<file path="src/rtl/parking_pkg.sv">
// parking_pkg: shared types and defaults for the car-park gate front end.
//   entry_state_t : entry barrier FSM states
//   exit_state_t  : exit barrier FSM states
//   DEF_*         : default values for the tunable timing parameters
//   max_int       : helper used to size the shared barrier timers
package parking_pkg;

  localparam int DEF_DEBOUNCE_CYCLES = 4;
  localparam int DEF_OPEN_TIMEOUT    = 200;
  localparam int DEF_CLOSE_CYCLES    = 8;

  typedef enum logic [1:0] {
    E_IDLE = 2'd0,
    E_OPEN = 2'd1,
    E_DENY = 2'd2,
    E_HOLD = 2'd3
  } entry_state_t;

  typedef enum logic [1:0] {
    X_IDLE = 2'd0,
    X_OPEN = 2'd1,
    X_HOLD = 2'd2
  } exit_state_t;

  function automatic int max_int(input int a, input int b);
    return (a > b) ? a : b;
  endfunction

endpackage

</file>
<file path="src/rtl/sensor_debounce.sv">
// sensor_debounce: 2-flop synchroniser plus stability counter for one loop
// detector.
//   clk    : system clock, rising edge
//   reset  : synchronous, active-low
//   raw    : asynchronous, bouncy detector input
//   level  : debounced sensor level
//   rise   : one-cycle strobe in the cycle level goes 0 -> 1
//   fall   : one-cycle strobe in the cycle level goes 1 -> 0
// level only follows the synchronised input after DEBOUNCE_CYCLES
// consecutive samples that disagree with it; any agreeing sample restarts
// the count.
module sensor_debounce
  import parking_pkg::*;
#(
  parameter int DEBOUNCE_CYCLES = DEF_DEBOUNCE_CYCLES
) (
  input  logic clk,
  input  logic reset,
  input  logic raw,
  output logic level,
  output logic rise,
  output logic fall
);

  localparam int CW = (DEBOUNCE_CYCLES > 1) ? $clog2(DEBOUNCE_CYCLES) : 1;
  localparam logic [CW-1:0] CNT_LAST = CW'(DEBOUNCE_CYCLES - 1);

  logic          sync_q1;
  logic          sync_q2;
  logic [CW-1:0] cnt;

  always_ff @(posedge clk) begin
    if (!reset) begin
      sync_q1 <= 1'b0;
      sync_q2 <= 1'b0;
      cnt     <= '0;
      level   <= 1'b0;
      rise    <= 1'b0;
      fall    <= 1'b0;
    end else begin
      sync_q1 <= raw;
      sync_q2 <= sync_q1;
      rise    <= 1'b0;
      fall    <= 1'b0;
      if (sync_q2 == level) begin
        cnt <= '0;
      end else if (cnt == CNT_LAST) begin
        // strobes are registered alongside level so they line up with it
        level <= sync_q2;
        rise  <= sync_q2;
        fall  <= ~sync_q2;
        cnt   <= '0;
      end else begin
        cnt <= cnt + 1'b1;
      end
    end
  end

endmodule

</file>
<file path="src/rtl/parking_gate_ctrl.sv">
// parking_gate_ctrl: sensor/barrier front end for the car-park occupancy
// counter. Debounces both loop sensors, sequences the entry and exit
// barriers, and turns each completed passage into a car_in / car_out pulse.
//   clk              : system clock, rising edge
//   reset            : synchronous, active-low
//   entry_sensor_raw : entry loop detector (async, bouncy)
//   exit_sensor_raw  : exit loop detector (async, bouncy)
//   lot_full         : full flag from the occupancy counter
//   car_in / car_out : one-cycle passage pulses, never together
//   entry_gate_open  : entry barrier open command (registered)
//   exit_gate_open   : exit barrier open command (registered)
//   entry_denied     : lot-full indicator at the entry (registered)
// Build option PARK_GATE_STATS_EN adds deny_count[15:0] and
// timeout_count[15:0], both saturating.
//
// Entry FSM
//   state  | meaning
//   E_IDLE | barrier closed, waiting for a debounced rise
//   E_DENY | car waiting while lot is full, entry_denied shown
//   E_OPEN | barrier open, waiting for the car to clear the loop
//   E_HOLD | barrier held closed for CLOSE_CYCLES, rises ignored
// Exit FSM
//   state  | meaning
//   X_IDLE | barrier closed, waiting for a debounced rise
//   X_OPEN | barrier open, waiting for the car to clear the loop
//   X_HOLD | barrier held closed for CLOSE_CYCLES, rises ignored
module parking_gate_ctrl
  import parking_pkg::*;
#(
  parameter int DEBOUNCE_CYCLES = DEF_DEBOUNCE_CYCLES,
  parameter int OPEN_TIMEOUT    = DEF_OPEN_TIMEOUT,
  parameter int CLOSE_CYCLES    = DEF_CLOSE_CYCLES
) (
  input  logic        clk,
  input  logic        reset,
  input  logic        entry_sensor_raw,
  input  logic        exit_sensor_raw,
  input  logic        lot_full,
  output logic        car_in,
  output logic        car_out,
  output logic        entry_gate_open,
  output logic        exit_gate_open,
  output logic        entry_denied
`ifdef PARK_GATE_STATS_EN
  ,
  output logic [15:0] deny_count,
  output logic [15:0] timeout_count
`endif
);

  localparam int TW = $clog2(max_int(OPEN_TIMEOUT, CLOSE_CYCLES));
  localparam logic [TW-1:0] OPEN_LAST = TW'(OPEN_TIMEOUT - 1);
  localparam logic [TW-1:0] HOLD_LAST = TW'(CLOSE_CYCLES - 1);

  logic e_level, e_rise, e_fall;
  logic x_level_unused, x_rise, x_fall;

  entry_state_t  e_state;
  exit_state_t   x_state;
  logic [TW-1:0] e_tmr;
  logic [TW-1:0] x_tmr;
  logic          pend_in;

  logic e_req, e_timeout, e_deny_go;
  logic x_req, x_timeout;
  logic in_want, out_want;

  sensor_debounce #(.DEBOUNCE_CYCLES(DEBOUNCE_CYCLES)) u_entry_deb (
    .clk   (clk),
    .reset (reset),
    .raw   (entry_sensor_raw),
    .level (e_level),
    .rise  (e_rise),
    .fall  (e_fall)
  );

  // the exit side has no deny state, so it only needs the strobes
  sensor_debounce #(.DEBOUNCE_CYCLES(DEBOUNCE_CYCLES)) u_exit_deb (
    .clk   (clk),
    .reset (reset),
    .raw   (exit_sensor_raw),
    .level (x_level_unused),
    .rise  (x_rise),
    .fall  (x_fall)
  );

  assign e_req     = (e_state == E_OPEN) && e_fall;
  assign e_timeout = (e_state == E_OPEN) && !e_fall && (e_tmr == OPEN_LAST);
  assign e_deny_go = (e_state == E_IDLE) && e_rise && lot_full;
  assign x_req     = (x_state == X_OPEN) && x_fall;
  assign x_timeout = (x_state == X_OPEN) && !x_fall && (x_tmr == OPEN_LAST);

  always_ff @(posedge clk) begin
    if (!reset) begin
      e_state         <= E_IDLE;
      e_tmr           <= '0;
      entry_gate_open <= 1'b0;
      entry_denied    <= 1'b0;
    end else begin
      entry_gate_open <= (e_state == E_OPEN);
      entry_denied    <= (e_state == E_DENY);
      case (e_state)
        E_IDLE: begin
          if (e_deny_go) begin
            e_state <= E_DENY;
          end else if (e_rise) begin
            e_state <= E_OPEN;
            e_tmr   <= '0;
          end
        end
        E_DENY: begin
          // a car still on the loop when space appears is admitted
          if (!e_level) begin
            e_state <= E_IDLE;
          end else if (!lot_full) begin
            e_state <= E_OPEN;
            e_tmr   <= '0;
          end
        end
        E_OPEN: begin
          if (e_req || e_timeout) begin
            e_state <= E_HOLD;
            e_tmr   <= '0;
          end else begin
            e_tmr <= e_tmr + 1'b1;
          end
        end
        E_HOLD: begin
          if (e_tmr == HOLD_LAST) begin
            e_state <= E_IDLE;
          end else begin
            e_tmr <= e_tmr + 1'b1;
          end
        end
        default: e_state <= E_IDLE;
      endcase
    end
  end

  always_ff @(posedge clk) begin
    if (!reset) begin
      x_state        <= X_IDLE;
      x_tmr          <= '0;
      exit_gate_open <= 1'b0;
    end else begin
      exit_gate_open <= (x_state == X_OPEN);
      case (x_state)
        X_IDLE: begin
          if (x_rise) begin
            x_state <= X_OPEN;
            x_tmr   <= '0;
          end
        end
        X_OPEN: begin
          if (x_req || x_timeout) begin
            x_state <= X_HOLD;
            x_tmr   <= '0;
          end else begin
            x_tmr <= x_tmr + 1'b1;
          end
        end
        X_HOLD: begin
          if (x_tmr == HOLD_LAST) begin
            x_state <= X_IDLE;
          end else begin
            x_tmr <= x_tmr + 1'b1;
          end
        end
        default: x_state <= X_IDLE;
      endcase
    end
  end

  // Pulse arbiter. The pulse registers double as the pending flags: a
  // request is emitted in the cycle after it is made. Exit always wins a
  // collision, so only the entry side can ever have to wait, and then for
  // exactly one cycle.
  assign in_want  = pend_in | e_req;
  assign out_want = x_req;

  always_ff @(posedge clk) begin
    if (!reset) begin
      car_in  <= 1'b0;
      car_out <= 1'b0;
      pend_in <= 1'b0;
    end else begin
      car_out <= out_want;
      car_in  <= in_want && !out_want;
      pend_in <= in_want && out_want;
    end
  end

`ifdef PARK_GATE_STATS_EN
  logic [16:0] timeout_sum;

  assign timeout_sum = {1'b0, timeout_count} + {16'd0, e_timeout} + {16'd0, x_timeout};

  always_ff @(posedge clk) begin
    if (!reset) begin
      deny_count    <= '0;
      timeout_count <= '0;
    end else begin
      if (e_deny_go && (deny_count != 16'hFFFF)) begin
        deny_count <= deny_count + 16'd1;
      end
      timeout_count <= timeout_sum[16] ? 16'hFFFF : timeout_sum[15:0];
    end
  end
`endif

endmodule

</file>
<file path="config.mk">
export PLATFORM = sky130hd
export DESIGN_NAME = parking_gate_ctrl
export DESIGN_NICKNAME = d
export VERILOG_FILES = /design/src/rtl/parking_pkg.sv /design/src/rtl/sensor_debounce.sv /design/src/rtl/parking_gate_ctrl.sv
export SDC_FILE = /design/constraint.sdc
export NUM_CORES = 1
export LEC_CHECK = 0
export ABC_AREA = 1
export CORE_MARGIN = 8
export CORE_UTILIZATION = 53
export DETAILED_ROUTE_END_ITERATION = 8
export PLACE_DENSITY_LB_ADDON = 0.25
export SYNTH_ARGS = -nofsm -noshare
export SYNTH_HDL_FRONTEND = slang
export SYNTH_HIERARCHICAL = 1
export SYNTH_SLANG_ARGS = --single-unit
</file>
<file path="constraint.sdc">
create_clock -name clk -period 1.4 [get_ports clk]
set_input_delay 0.35 -clock clk [delete_from_list [all_inputs] [get_ports clk]]
set_output_delay 0.35 -clock clk [all_outputs]
set_load 0.03 [all_outputs]
</file>
==> run_results.csv <==
group,metric,value,unit
sta,fmax,719.4,MHz
worst_setup_path,critPathBufInv,0,
floorplan,ioPinCount,10,
synth,synth_top_area_cell,"dfxtp_1",
clock_network,h-tree-depth,2,
sta,setup_slack,0.009913,ns
synth,synthesis.nets,295,
clock_network,clock-sinks,40,
synth,ys_ff_latch,40,
synth,synth_top_family_by_area,"simple AND/OR/NAND/NOR gates",
pwr,p_per_area,1492,nW/µm²
clock_network,numCtsBuffers,5,
worst_setup_path,worst_path_max_delay_cell,"dfxtp_2",
layout,seqCellArea,810.8,µm²
sta,fin_crit,1.390,ns
worst_setup_path,crit_path_frequent_cell,"nand2_2",
synth,ys_warn_count,6,
global_route,grt_pass1_vias,1631,
detailed_routing,drtIter0Drc,183,
worst_setup_path,cp_max_fo,5,
sta,finalClockSkew,0.005869,ns
layout,diodes,0,
placed_design,pre_cts_ws,-0.3341,ns
placed_design,placed_area,2307,µm²
placed_design,dp.final_hpwl,2.722,mm
clock_network,cts-hold-fix-buffers,0,
worst_setup_path,arrival,1.57,ns
synth,synth-compound-area-share,9.286,%
layout,final_cell_area,2674,µm²
floorplan,rows,22,
detailed_routing,via_count,1868,
detailed_routing,first_pass_iters,4,
sta,timing.hold.ws,0.4176,ns
worst_setup_path,start_kind,"flop",
detailed_routing,via_per_inst,5.035,
floorplan,initial_utilization,54.51,%
synth,yosysTopAreaCellShare,40.43,%
worst_setup_path,max_stage_delay,0.36,ns
worst_setup_path,crit_chain,"ha_4 > nand2_1 > nor2_1 > nand3b_1 > nand2_2 > nand2_2 > nand2_2 > nand2_4 > nand2_4 > nor2_1",
synth,synth_top_cells_by_area,"dfxtp_1, nand2_1, nor2_1, ha_1, inv_1",
sta,final-hold-violation-count,0,
worst_setup_path,path_delay_family,"simple AND/OR/NAND/NOR gates",
sta,setup-violations-final,0,
synth,netlist_area,1981,µm²
detailed_routing,ant_nets,0,
pwr,peakVddDrop,0.0009275,V
worst_setup_path,end_kind,"flop",
run,maxCapViolCount,0,
layout,layout_commonest_cell,"nand2_1",
clock_network,cts-root-buf,"clkbuf_8",
sta,report.final.slew_viol_count,0,
layout,multi_input_area,1221,µm²
clock_network,clk_path_buf_depth,2,
synth,synth-xor-area-share,0.4422,%
global_route,overflow,0,
sta,maxSlewHeadroom,76.81,%
global_route,grtUsageTotal,12.74,%
pwr,power_leakage,1.142,nW
global_route,grt_start_max_net_pins,15,
floorplan,core_area,3633,µm²
global_route,antenna_found_initial,0,
clock_network,cts_tree,"done",
clock_network,insertion_delay,0.29,ns
sta,rsz0062_at_grt,"yes",
layout,num-fill-cells,290,
synth,synthMuxAreaShare,0,%
layout,synthToLayoutAreaGrowth,35.00,%
detailed_routing,wirelength,4.148,mm
synth,syn_inst,280,
synth,ys_seq_area_share,40.43,%
clock_network,path_clk_slew,0.07,ns
min_path,holdCritPathClass,"flop to flop",
worst_setup_path,worst-endpoint-required,1.58,ns
layout,final_util,73.59,%
synth,synth-simple-area-share,35.19,%
floorplan,dieArea,5949,µm²
detailed_routing,wl_per_cell,11.18,µm
global_route,grt_pass1_wl,6.520,mm
synth,yosys.area_share.adder,6.317,%
placed_design,place.gp.congestion,0.8351,
layout,fin_nets,337,
detailed_routing,drc,0,
layout,final_cell_mix,"nand2_1, nor2_1, dfxtp_1, inv_1, buf_4",
placed_design,io_buffers,9,
floorplan,die_w,77.13,µm
layout,layout-drive-gt1-share,31.27,%
synth,syn_area_per_cell,7.074,µm²
sta,fin_crit_sh,99.29,%
floorplan,fp.dieH,77.13,µm
synth,yosys.cell_types.count,26,
sta,max_slew.worst_pin.slew,0.3465,ns
worst_setup_path,worstSetupPathType,"flop to flop",
outcome,status,"completed",
-- power breakdown --
group,internal (mW),switching [mW],total [mW],leakage [nW]
combinational,0.655,0.960,1.61,0.750
sequential,1.26,0.0964,1.35,0.328
clock,0.629,0.393,1.02,0.0645
total,2.54,1.45,3.99,1.14
-- registers in the layout (all words and copies together), names as in the netlist, 2 cells and up --
register         count
x_tmr                8
x_state              2
u_exit_deb/cnt       2
u_entry_deb/cnt      2
e_tmr                8
e_state              2
-- what timing repair did --
item,in CTS,in global routing
pin swaps,10,17
setup endpoints to repair,19,19
resized for setup,22,44
cloned,0,2
setup buffers,0,2
-- through the flow --
stage	power, mW	setup TNS [ns]	cells
after global placement	2.583	-3.245	359
after CTS	3.724	0	367
final	3.990	0	371
after global routing	4.240	-0.5608	371
after detailed placement	2.602	-3.760	359
after floorplan	2.206	0	280
-- worst reg2reg max path: stages, from the launching register on --
cell and delay, ns:
dfxtp_2 0.36, ha_4 0.17, nand2_1 0.06, nor2_1 0.11
nand3b_1 0.12, nand2_2 0.12, nand2_2 0.08, nand2_2 0.08
nand2_4 0.05, nand2_4 0.09, nor2_1 0.06
-- per-layer routing --
layer	global-route usage [%]	share of wire (%)	vias up
li1	-	-	954
met1	15.25	46	871
met2	21.15	49	34
met3	3.380	3.5	9
met4	4.717	1.4	0
met5	0	0	-
-- layout make-up --
type	count	area share, %
Timing Repair Buffer	35	11.14
Inverter	39	5.662
Clock buffer	7	3.603
Clock inverter	1	1.123
Sequential cell	40	30.32
Timing Repair inverter	1	0.2340
Multi-Input combinational cell	200	45.67
Tap cell	48	2.246
-- path summary, 6_finish.rpt --
path | slack [ns] | end | cells past startpoint | startpoint
worst min register to register | 0.42 | u_entry_deb/cnt[0] | 1 | u_entry_deb/cnt[0]
worst min-delay path | 0.42 | u_entry_deb/cnt[0] | 1 | u_entry_deb/cnt[0]
worst max register to register | 0.01 | x_tmr[0] | 10 | x_tmr[0]
worst max-delay path | 0.01 | x_tmr[0] | 10 | x_tmr[0]
-- logic make-up (layout without fill, tap and decap cells) --
| logic type | Yosys count | count (layout) |
|---|---|---|
| AO/OA/AOI/OAI | 27 | 27 |
| adder cells (fa/ha/maj) | 10 | 10 |
| buffers and inverters | 41 | 83 |
| AND/OR/NAND/NOR | 161 | 162 |
| flip-flops | 40 | 40 |
| XOR/XNOR | 1 | 1 |
-- cells in the mapped netlist --
cell type and instances:
buf_2 1, nand2_2 4, nand3b_1 1, ha_1 10, o21bai_2 4, clkinv_1 2
inv_4 1, nor2_2 1, nand2_4 2, nor2_4 1, a21oi_1 12, nand3_1 16
a21oi_2 1, nand4_2 3, nand2_1 78, inv_2 4, xor2_1 1, nor2_1 49
o21bai_1 2, a31o_2 1, o21ai_0 4, nor3_1 6, dfxtp_1 40, buf_6 1
o21ai_2 3, inv_1 32
Power figures use the tool's default switching activity.
